`src/rtl/rect_addr_gen_if.sv`:
```
// rect_addr_gen_if -- AXI4-Stream style handshake bundle used for both the
// remap-map input stream and the address output stream of rect_addr_gen.
//
// Parameter:
//   W        data width of tdata
// Signals:
//   tvalid   producer has a word on tdata/tlast
//   tready   consumer can accept a word this cycle
//   tlast    marks the final word of a frame
//   tdata    payload
// Modports:
//   master   drives tvalid/tlast/tdata, samples tready
//   slave    samples tvalid/tlast/tdata, drives tready
interface rect_addr_gen_if #(
  parameter int W = 32
) ();
  logic         tvalid;
  logic         tready;
  logic         tlast;
  logic [W-1:0] tdata;

  modport master (output tvalid, output tlast, output tdata, input tready);
  modport slave  (input tvalid, input tlast, input tdata, output tready);
endinterface

```
`src/rtl/rect_addr_gen.sv`:
```
// rect_addr_gen -- turns a stream of signed (x,y) remap coordinates into
// source-pixel byte addresses (2 bytes per pixel) for a fetch stage.
//
// Ports:
//   aclk, areset        clock; synchronous active-high reset
//   start               frame start request, honoured only in IDLE
//   cfg_base            byte address of source pixel (0,0)
//   cfg_width/height    source image size in pixels (12 bits each)
//   s_axis (slave)      map words: [15:0] signed x, [31:16] signed y
//   m_axis (master)     byte addresses, tlast on the final pixel of the frame
//   busy                high in RUN and DONE
//   done                one-cycle pulse while in DONE
//   frame_err           sticky: input tlast disagreed with the raster position
//   oob_count           saturating count of out-of-range coordinates
//   state_out           IDLE=0, RUN=1, DONE=2
//
// Build option:
//   RECT_ADDR_CLAMP_EN  defined: out-of-range coordinates are clamped to the
//                       image edge; undefined: they emit FILL_ADDR.
module rect_addr_gen #(
  parameter logic [31:0] FILL_ADDR          = 32'h40000000,
  parameter int          C_AXIS_TDATA_WIDTH = 32
) (
  input  logic                aclk,
  input  logic                areset,
  input  logic                start,
  input  logic [31:0]         cfg_base,
  input  logic [11:0]         cfg_width,
  input  logic [11:0]         cfg_height,
  rect_addr_gen_if.slave      s_axis,
  rect_addr_gen_if.master     m_axis,
  output logic                busy,
  output logic                done,
  output logic                frame_err,
  output logic [15:0]         oob_count,
  output logic [1:0]          state_out
);

  typedef enum logic [1:0] {
    IDLE = 2'd0,
    RUN  = 2'd1,
    DONE = 2'd2
  } state_t;

  state_t                          state_q, state_d;
  logic [31:0]                     base_q;
  logic [11:0]                     width_q, height_q;
  logic [11:0]                     col_q, row_q;
  logic                            vld_p0, tlast_p0;
  logic [C_AXIS_TDATA_WIDTH-1:0]   tdata_p0;
  logic                            in_hs, out_hs, last_word, in_range;
  logic signed [15:0]              src_x, src_y;
  logic [31:0]                     addr_nxt;

  function automatic logic [15:0] sat_inc(input logic [15:0] v);
    return (v == 16'hFFFF) ? v : v + 16'd1;
  endfunction

  // Clamp a signed coordinate into [0, lim-1]; lim is never 0 while running.
  function automatic logic [11:0] clamp_coord(input logic signed [15:0] c,
                                              input logic [11:0] lim);
    logic [11:0] r;
    if (c[15])                             r = '0;
    else if ($unsigned(c) >= {4'd0, lim})  r = lim - 12'd1;
    else                                   r = c[11:0];
    return r;
  endfunction

  // base + ((y*w + x) << 1): 24-bit product, sum wraps at 32 bits.
  function automatic logic [31:0] pix_addr(input logic [31:0] base,
                                           input logic [11:0] w,
                                           input logic [11:0] x,
                                           input logic [11:0] y);
    logic [23:0] prod;
    logic [24:0] lin;
    prod = {12'd0, y} * {12'd0, w};
    lin  = {1'b0, prod} + {13'd0, x};
    return base + {6'd0, lin, 1'b0};
  endfunction

  assign src_x     = s_axis.tdata[15:0];
  assign src_y     = s_axis.tdata[31:16];
  assign in_range  = !src_x[15] && ($unsigned(src_x) < {4'd0, width_q}) &&
                     !src_y[15] && ($unsigned(src_y) < {4'd0, height_q});
  assign last_word = (col_q == width_q - 12'd1) && (row_q == height_q - 12'd1);

  always_comb begin
`ifdef RECT_ADDR_CLAMP_EN
    addr_nxt = pix_addr(base_q, width_q, clamp_coord(src_x, width_q),
                        clamp_coord(src_y, height_q));
`else
    addr_nxt = in_range ? pix_addr(base_q, width_q, src_x[11:0], src_y[11:0])
                        : FILL_ADDR;
`endif
  end

  // A new word may enter whenever the single output slot is empty or draining.
  assign s_axis.tready = (state_q == RUN) && (!vld_p0 || m_axis.tready);
  assign in_hs         = s_axis.tvalid && s_axis.tready;
  assign out_hs        = vld_p0 && m_axis.tready;

  always_comb begin
    state_d = state_q;
    unique case (state_q)
      IDLE: if (start) state_d = (cfg_width == 12'd0 || cfg_height == 12'd0) ? DONE : RUN;
      RUN:  if (out_hs && tlast_p0) state_d = DONE;
      DONE: state_d = IDLE;
      default: state_d = IDLE;
    endcase
  end

  always_ff @(posedge aclk) begin
    if (areset) state_q <= IDLE;
    else        state_q <= state_d;
  end

  // Frame configuration is held from the accepted start until the next one.
  always_ff @(posedge aclk) begin
    if (state_q == IDLE && start) begin
      base_q   <= cfg_base;
      width_q  <= cfg_width;
      height_q <= cfg_height;
    end
  end

  // Stage p0: output register loaded one cycle after the input handshake.
  always_ff @(posedge aclk) begin
    if (areset) begin
      vld_p0    <= 1'b0;
      tlast_p0  <= 1'b0;
      tdata_p0  <= '0;
      col_q     <= '0;
      row_q     <= '0;
      frame_err <= 1'b0;
      oob_count <= '0;
    end else begin
      if (state_q == IDLE && start) begin
        col_q     <= '0;
        row_q     <= '0;
        frame_err <= 1'b0;
        oob_count <= '0;
      end
      if (in_hs) begin
        vld_p0   <= 1'b1;
        tdata_p0 <= addr_nxt;
        tlast_p0 <= last_word;
        if (s_axis.tlast != last_word) frame_err <= 1'b1;
        if (!in_range) oob_count <= sat_inc(oob_count);
        if (col_q == width_q - 12'd1) begin
          col_q <= '0;
          row_q <= row_q + 12'd1;
        end else begin
          col_q <= col_q + 12'd1;
        end
      end else if (out_hs) begin
        vld_p0 <= 1'b0;
      end
    end
  end

  assign m_axis.tvalid = vld_p0;
  assign m_axis.tdata  = tdata_p0;
  assign m_axis.tlast  = tlast_p0;
  assign busy          = (state_q != IDLE);
  assign done          = (state_q == DONE);
  assign state_out     = state_q;

endmodule

```
`src/flat_wrapper.sv`:
```
// flat-port wrapper written by rule: the top's interface ports become plain ports
module rect_addr_gen_flat 
#(
  parameter logic [31:0] FILL_ADDR          = 32'h40000000,
  parameter int          C_AXIS_TDATA_WIDTH = 32
)
  (aclk, areset, start, cfg_base, cfg_width, cfg_height, busy, done, frame_err, oob_count, state_out, s_axis_tvalid, s_axis_tlast, s_axis_tdata, s_axis_tready, m_axis_tvalid, m_axis_tlast, m_axis_tdata, m_axis_tready);
  rect_addr_gen_if #(.W(32)) s_axis_i ();
  rect_addr_gen_if #(.W(32)) m_axis_i ();
  input  logic aclk;
  input  logic areset;
  input  logic start;
  input  logic [31:0] cfg_base;
  input  logic [11:0] cfg_width;
  input  logic [11:0] cfg_height;
  output logic busy;
  output logic done;
  output logic frame_err;
  output logic [15:0] oob_count;
  output logic [1:0] state_out;
  input wire logic [$bits(s_axis_i.tvalid)-1:0] s_axis_tvalid;
  input wire logic [$bits(s_axis_i.tlast)-1:0] s_axis_tlast;
  input wire logic [$bits(s_axis_i.tdata)-1:0] s_axis_tdata;
  output wire logic [$bits(s_axis_i.tready)-1:0] s_axis_tready;
  output wire logic [$bits(m_axis_i.tvalid)-1:0] m_axis_tvalid;
  output wire logic [$bits(m_axis_i.tlast)-1:0] m_axis_tlast;
  output wire logic [$bits(m_axis_i.tdata)-1:0] m_axis_tdata;
  input wire logic [$bits(m_axis_i.tready)-1:0] m_axis_tready;
  assign s_axis_i.tvalid = s_axis_tvalid;
  assign s_axis_i.tlast = s_axis_tlast;
  assign s_axis_i.tdata = s_axis_tdata;
  assign s_axis_tready = s_axis_i.tready;
  assign m_axis_tvalid = m_axis_i.tvalid;
  assign m_axis_tlast = m_axis_i.tlast;
  assign m_axis_tdata = m_axis_i.tdata;
  assign m_axis_i.tready = m_axis_tready;
  rect_addr_gen #(.FILL_ADDR(FILL_ADDR), .C_AXIS_TDATA_WIDTH(C_AXIS_TDATA_WIDTH)) u_core (.aclk(aclk), .areset(areset), .start(start), .cfg_base(cfg_base), .cfg_width(cfg_width), .cfg_height(cfg_height), .s_axis(s_axis_i), .m_axis(m_axis_i), .busy(busy), .done(done), .frame_err(frame_err), .oob_count(oob_count), .state_out(state_out));
endmodule
```
`config.mk`:
```
export PLATFORM = sky130hd
export DESIGN_NAME = rect_addr_gen_flat
export DESIGN_NICKNAME = d
export VERILOG_FILES = /design/src/rtl/rect_addr_gen_if.sv /design/src/rtl/rect_addr_gen.sv /design/src/flat_wrapper.sv
export SDC_FILE = /design/constraint.sdc
export NUM_CORES = 1
export LEC_CHECK = 0
export BUFFER_PORTS_ARGS = -buffer_cell sky130_fd_sc_hd__buf_2
export CAP_MARGIN = 25
export CORE_AREA = 4 4 167 169
export CTS_CLUSTER_DIAMETER = 80
export DETAILED_ROUTE_END_ITERATION = 10
export DIE_AREA = 0 0 171 173
export PLACE_DENSITY = 0.78
export SLEW_MARGIN = 5
export SYNTH_ARGS = -nofsm -noshare
export SYNTH_HDL_FRONTEND = slang
export SYNTH_SLANG_ARGS = --single-unit
export TNS_END_PERCENT = 20
```
`constraint.sdc`:
```
create_clock -name aclk -period 6.6 [get_ports aclk]
set_clock_uncertainty 0.05 [all_clocks]
set_input_delay 0.33 -clock aclk [delete_from_list [all_inputs] [get_ports aclk]]
set_output_delay 0.33 -clock aclk [all_outputs]
set_load 0.05 [all_outputs]
```
==> results of run 1 <==
## worst max-delay path, delay by kind of cell, from the launching register on
family / cells / cell delay [ns]
AOI/OAI and AO/OA: 13 / 2.61
adders and majority gates: 7 / 2.99
buffers and inverters: 4 / 0.20
DFF: 1 / 0.55
and+or+nand+nor: 4 / 0.69
## routing by layer
layer | share of wire | global-route usage
met5 | 0.00072 | 0
met2 | 0.47 | 0.3820
met4 | 0.023 | 0.06207
met3 | 0.069 | 0.04801
met1 | 0.44 | 0.3363
## registers in the layout, indices dropped and copies added, names as in the netlist
name	cells
u_core.base_q	32
u_core.col_q	12
u_core.frame_err	1
u_core.height_q	12
u_core.m_axis.tdata	32
u_core.m_axis.tlast	1
u_core.m_axis.tvalid	1
u_core.oob_count	16
u_core.row_q	12
u_core.state_out	2
u_core.width_q	12
## through the flow
step	utilization	std cells	setup slack [ns]	cell area (sq um)
after global routing	0.6056	2112	-0.8763	16090
after detailed placement	0.5685	2061	-0.4445	15110
after global placement	0.5683	2060	-0.3435	15100
after floorplan	-	1500	-0.1115	13290
after CTS	0.5935	2096	-0.3901	15770
final	0.6056	2112	-0.5930	16090
## worst min-delay path by stage
stage                                           endpoint                                 start  cells after the start
floorplan                     u_core.base_q[0]$_DFFE_PP_                           cfg_base[0]                      0
global placement    u_core.m_axis.tdata[13]$_SDFFE_PP0P_  u_core.m_axis.tdata[13]$_SDFFE_PP0P_                      2
detailed placement   u_core.m_axis.tdata[1]$_SDFFE_PP0P_   u_core.m_axis.tdata[1]$_SDFFE_PP0P_                      2
CTS                          u_core.base_q[25]$_DFFE_PP_                          cfg_base[25]                      1
global route                  u_core.base_q[1]$_DFFE_PP_                           cfg_base[1]                      1
finish                       u_core.base_q[28]$_DFFE_PP_                          cfg_base[28]                      1
## cells in the final DEF (no fill, tap or decap), drive strengths merged, types with 13 or more instances in the layout
master | Yosys | final
ha | 125 | 125
nand2b | 17 | 17
inv | 205 | 211
a21oi | 94 | 94
dfxtp | 77 | 77
xnor2 | 42 | 42
nor4 | 18 | 18
nand3 | 49 | 49
buf | 12 | 294
a31oi | 24 | 24
o21ai | 65 | 65
edfxtp | 56 | 56
xor2 | 32 | 32
and3 | 13 | 13
and2 | 90 | 90
nor3 | 24 | 24
nand2 | 166 | 166
fa | 113 | 113
nor2 | 71 | 71
clkbuf | 45 | 21
a21o | 25 | 25
nand4 | 23 | 23
## what timing repair did
item	CTS	global route
setup buffers	3	14
endpoints found under the setup margin	13	20
pin swaps	6	43
resized for setup	18	51
endpoints found under the hold margin	0	0
## cell type report
class,instances,share of cell area
Multi-Input combinational cell,1105,0.5760
Sequential cell,133,0.2003
Timing Repair Buffer,294,0.1142
Inverter,205,0.04781
Clock buffer,21,0.02931
Tap cell,341,0.02651
Clock inverter,11,0.005597
Antenna cell,2,0.0003110
## cells by family (layout without fill, tap and decap cells)
| logic type | count (synthesis) | count (layout) | synth area share |
|---|---|---|---|
| AOI/OAI and AO/OA | 275 | 275 | 0.1287 |
| xor gates and xnor gates | 74 | 74 | 0.04963 |
| adders and majority gates | 238 | 238 | 0.2930 |
| buffers and inverters | 262 | 531 | 0.07578 |
| DFF | 133 | 133 | 0.2468 |
| muxes | 12 | 12 | 0.009198 |
| other | 0 | 2 | 0 |
| and+or+nand+nor | 506 | 506 | 0.1970 |
==> results.json, run 1 <==
{
  "final_antenna_net_count": 0,
  "cts.sinks": 133,
  "syn-instance-count": 1500,
  "end_kind": "flop",
  "grt_max_degree": 47,
  "regToRegSetupSlack_ns": -0.59,
  "start_util": 0.4914,
  "rows": 60,
  "ys.flop_type": "dfxtp_1",
  "synth_top_area_frac": 0.1732,
  "setup_ws_ns": -0.5930,
  "insertion_delay_ns": 0.43,
  "synth_warnings": 0,
  "required_ns": 6.87,
  "ys_seq_elements": 133,
  "status": "finished, violations left",
  "clock_path_buffers": 2,
  "hold_violations": 0,
  "gr-total-overflow": 0,
  "crit_path_end": "u_core.m_axis.tdata[30]$_SDFFE_PP0P_",
  "fillers": 2276,
  "area_growth_pct": 23.23,
  "finalCritPeriodShare": 1.090,
  "cp-startpoint": "u_core.width_q[2]$_DFFE_PP_",
  "startpoint_type": "flop",
  "critPathMaxStageDelay_ns": 0.56,
  "numCtsBuffers": 17,
  "drt_pass1_iterations": 7,
  "hold_class": "input port to flop",
  "tightest_slew_ns": 0.9372,
  "grt_antenna_before_repair": 4,
  "drv_cap": 0,
  "r2r_cells": 28,
  "io-pin-count": 150,
  "die-area_sq_um": 29580,
  "syn_area_sq_um": 13060,
  "ys_types": 67,
  "synth_most_common_cell": "inv_1",
  "fp.dieH_microns": 173,
  "layout_min_cycle_time_ns": 7.193,
  "cp_max_fo": 8,
  "cpMostUsedCell": "fa_1",
  "drt_wl_total_microns": 36280,
  "max_freq_mhz": 139.0,
  "maxSlewViolCount": 0,
  "synth_top_cells_by_area": "fa_1 (17%), edfxtp_1 (13%), ha_1 (12%)",
  "grt_pass1_vias": 11660,
  "setup-violations-final": 14,
  "avgSynthCellArea_sq_um": 8.707,
  "port_buffers": 149,
  "async_flop_share": 0,
  "multi_input_area_sq_um": 9270,
  "hpwlAfterDp_microns": 28550,
  "finalSetupTns_ns": -4.373,
  "final_net_count": 2088,
  "postCtsHoldBufs": 0,
  "grt_usage": 0.2401,
  "cts_max_level": 4,
  "r2r-start": "u_core.width_q[2]$_DFFE_PP_",
  "cts_tree": "done",
  "cp.arrival_ns": 7.46,
  "routedWlPerCell_microns": 17.18,
  "die_x_microns": 171,
  "slowest_stage": "fa_1",
  "r2r_end": "u_core.m_axis.tdata[30]$_SDFFE_PP0P_",
  "syn_nets": 1832,
  "slew-limit-headroom": 0.3729,
  "core_sq_um": 26580,
  "synth.largest_area_cell": "fa_1",
  "drive_above_1_share": 0.2318,
  "place_congestion": 0.9229,
  "criticalPathCategory": "flop to flop",
  "synth_edf_count": 56,
  "rsz0062_at_grt": "true",
  "drtIter0Drc": 719,
  "vias": 11654,
  "clk_pin_slew_ns": 0.06,
  "vias_per_cell": 5.518,
  "violations": "negative setup slack",
  "seqCellArea_sq_um": 3223,
  "hold_ws_ns": 0.03122,
  "synthTopCellsByCount": "inv_1 (205), nand2_1 (166), ha_1 (125)",
  "ys_seq_area_frac": 0.2468,
  "route.detailed.drc": 0,
  "grt_pass1_wl_microns": 58430,
  "ctsRootBufferMaster": "clkbuf_16"
}
Power of run 1 is not shown: default switching activity piles up to over one toggle a cycle in this logic, so the estimate is an artifact.
==> run 2: changes to the inputs <==
Settings changed: CORE_AREA 4 4 167 169 to 4 4 160 162, DIE_AREA 0 0 171 173 to 0 0 164 166, PLACE_DENSITY 0.78 to 0.84, TNS_END_PERCENT 20 to 30.
==> results.json, run 2 (synthesis gave the netlist of run 1 again) <==
{
  "multi_input_area_sq_um": 9213,
  "cp_max_fo": 6,
  "grt_antenna_before_repair": 4,
  "cpMostUsedCell": "fa_1",
  "maxSlewViolCount": 0,
  "die-area_sq_um": 27220,
  "tightest_slew_ns": 0.8842,
  "required_ns": 6.88,
  "rsz0062_at_grt": "true",
  "drv_cap": 0,
  "drive_above_1_share": 0.2280,
  "regToRegSetupSlack_ns": -0.57,
  "grt_max_degree": 47,
  "hpwlAfterDp_microns": 28370,
  "hold_violations": 0,
  "layoutNonFillerInstCount": 2099,
  "startpoint_type": "flop",
  "hold_class": "input port to flop",
  "insertion_delay_ns": 0.44,
  "critPathMaxStageDelay_ns": 0.52,
  "ctsRootBufferMaster": "clkbuf_16",
  "setup-violations-final": 13,
  "postPlaceCellArea_sq_um": 15110,
  "io-pin-count": 150,
  "grt_pass1_vias": 11670,
  "core_sq_um": 24110,
  "place_congestion": 0.9292,
  "final_cell_mix": "inv_1 (199), nand2_1 (164), buf_2 (149)",
  "grt_pass1_wl_microns": 58870,
  "status": "finished, violations left",
  "final_antenna_net_count": 0,
  "final_net_count": 2091,
  "seqCellArea_sq_um": 3223,
  "fp.dieH_microns": 166,
  "postCtsHoldBufs": 0,
  "drt_pass1_iterations": 5,
  "gr-total-overflow": 0,
  "vias": 11735,
  "placed_cells": 2047,
  "grt_usage": 0.2658,
  "clock_path_buffers": 2,
  "routedWlPerCell_microns": 17.25,
  "cts_max_level": 4,
  "final_area_sq_um": 16080,
  "route.detailed.drc": 0,
  "end_kind": "flop",
  "drtIter0Drc": 959,
  "area_growth_pct": 23.16,
  "criticalPathCategory": "flop to flop",
  "hold_ws_ns": 0.02140,
  "violations": "negative setup slack",
  "rows": 57,
  "drt_wl_total_microns": 36210,
  "layout_commonest_cell": "inv_1",
  "port_buffers": 149,
  "die_x_microns": 164,
  "start_util": 0.5418,
  "cts_tree": "done",
  "slew-limit-headroom": 0.4084,
  "numCtsBuffers": 17,
  "clk_pin_slew_ns": 0.07,
  "slowest_stage": "fa_1",
  "vias_per_cell": 5.591,
  "cp.arrival_ns": 7.44,
  "max_freq_mhz": 139.5,
  "cts.sinks": 133,
  "final_core_util": 0.6672,
  "fillers": 1900,
  "finalCritPeriodShare": 1.086,
  "layout_min_cycle_time_ns": 7.167,
  "setup_ws_ns": -0.5667
}
## run 2: cell types whose count changed in the layout (fill, tap and decap cells not counted), sizes merged
cell,before,now
clkinvlp,0,1
diode,2,3
buf,294,297
clkinv,5,2
clkbuf,21,18
inv,211,216
## run 2: worst max-delay path, delay by kind of cell, from the launching register on
family	cells	cell delay, ns
flops	1	0.45
fa+ha+maj	7	2.95
compound gates	13	2.59
buf+inv	5	0.36
simple gates	4	0.65
## run 2: cell type report
cell class,instances,area share
clock inverter,14,0.008946
inverter,205,0.04784
clock buffer,18,0.02800
multi-input combinational,1105,0.5728
antenna,3,0.0004667
timing repair buffer,297,0.1164
tap,324,0.02520
sequential,133,0.2004
## run 2: worst paths after layout
kind	from	depth (start not counted)	endpoint
max	u_core.width_q[2]$_DFFE_PP_	29	u_core.m_axis.tdata[30]$_SDFFE_PP0P_
min	cfg_base[3]	1	u_core.base_q[3]$_DFFE_PP_
max reg2reg	u_core.width_q[2]$_DFFE_PP_	29	u_core.m_axis.tdata[30]$_SDFFE_PP0P_
min reg2reg	u_core.m_axis.tdata[21]$_SDFFE_PP0P_	2	u_core.m_axis.tdata[21]$_SDFFE_PP0P_
## run 2: timing repair
item                       in CTS  in global routing
setup endpoints to repair      15                 18
cloned                          0                  0
hold endpoints to repair        0                  0
pin swaps                      30                 24
setup buffers                  13                  4
gates resized for setup        44                 12
## run 2: metal layers
metal | part of all wire | GRT usage | vias up
li1 | - | - | 5584
met1 | 0.43 | 0.3732 | 5587
met2 | 0.47 | 0.4273 | 501
met3 | 0.084 | 0.05187 | 61
met4 | 0.018 | 0.06163 | 2
met5 | 0.00019 | 0 | -
## run 2: through the flow
stage	setup WS (ns)	setup TNS, ns
after detailed placement	-0.4941	-4.136
after floorplan	-0.1115	-0.2420
after global routing	-0.8864	-7.867
after global placement	-0.3902	-2.696
after CTS	-0.4789	-3.214
final	-0.5667	-3.475
Power of run 2 is left out for the same reason.
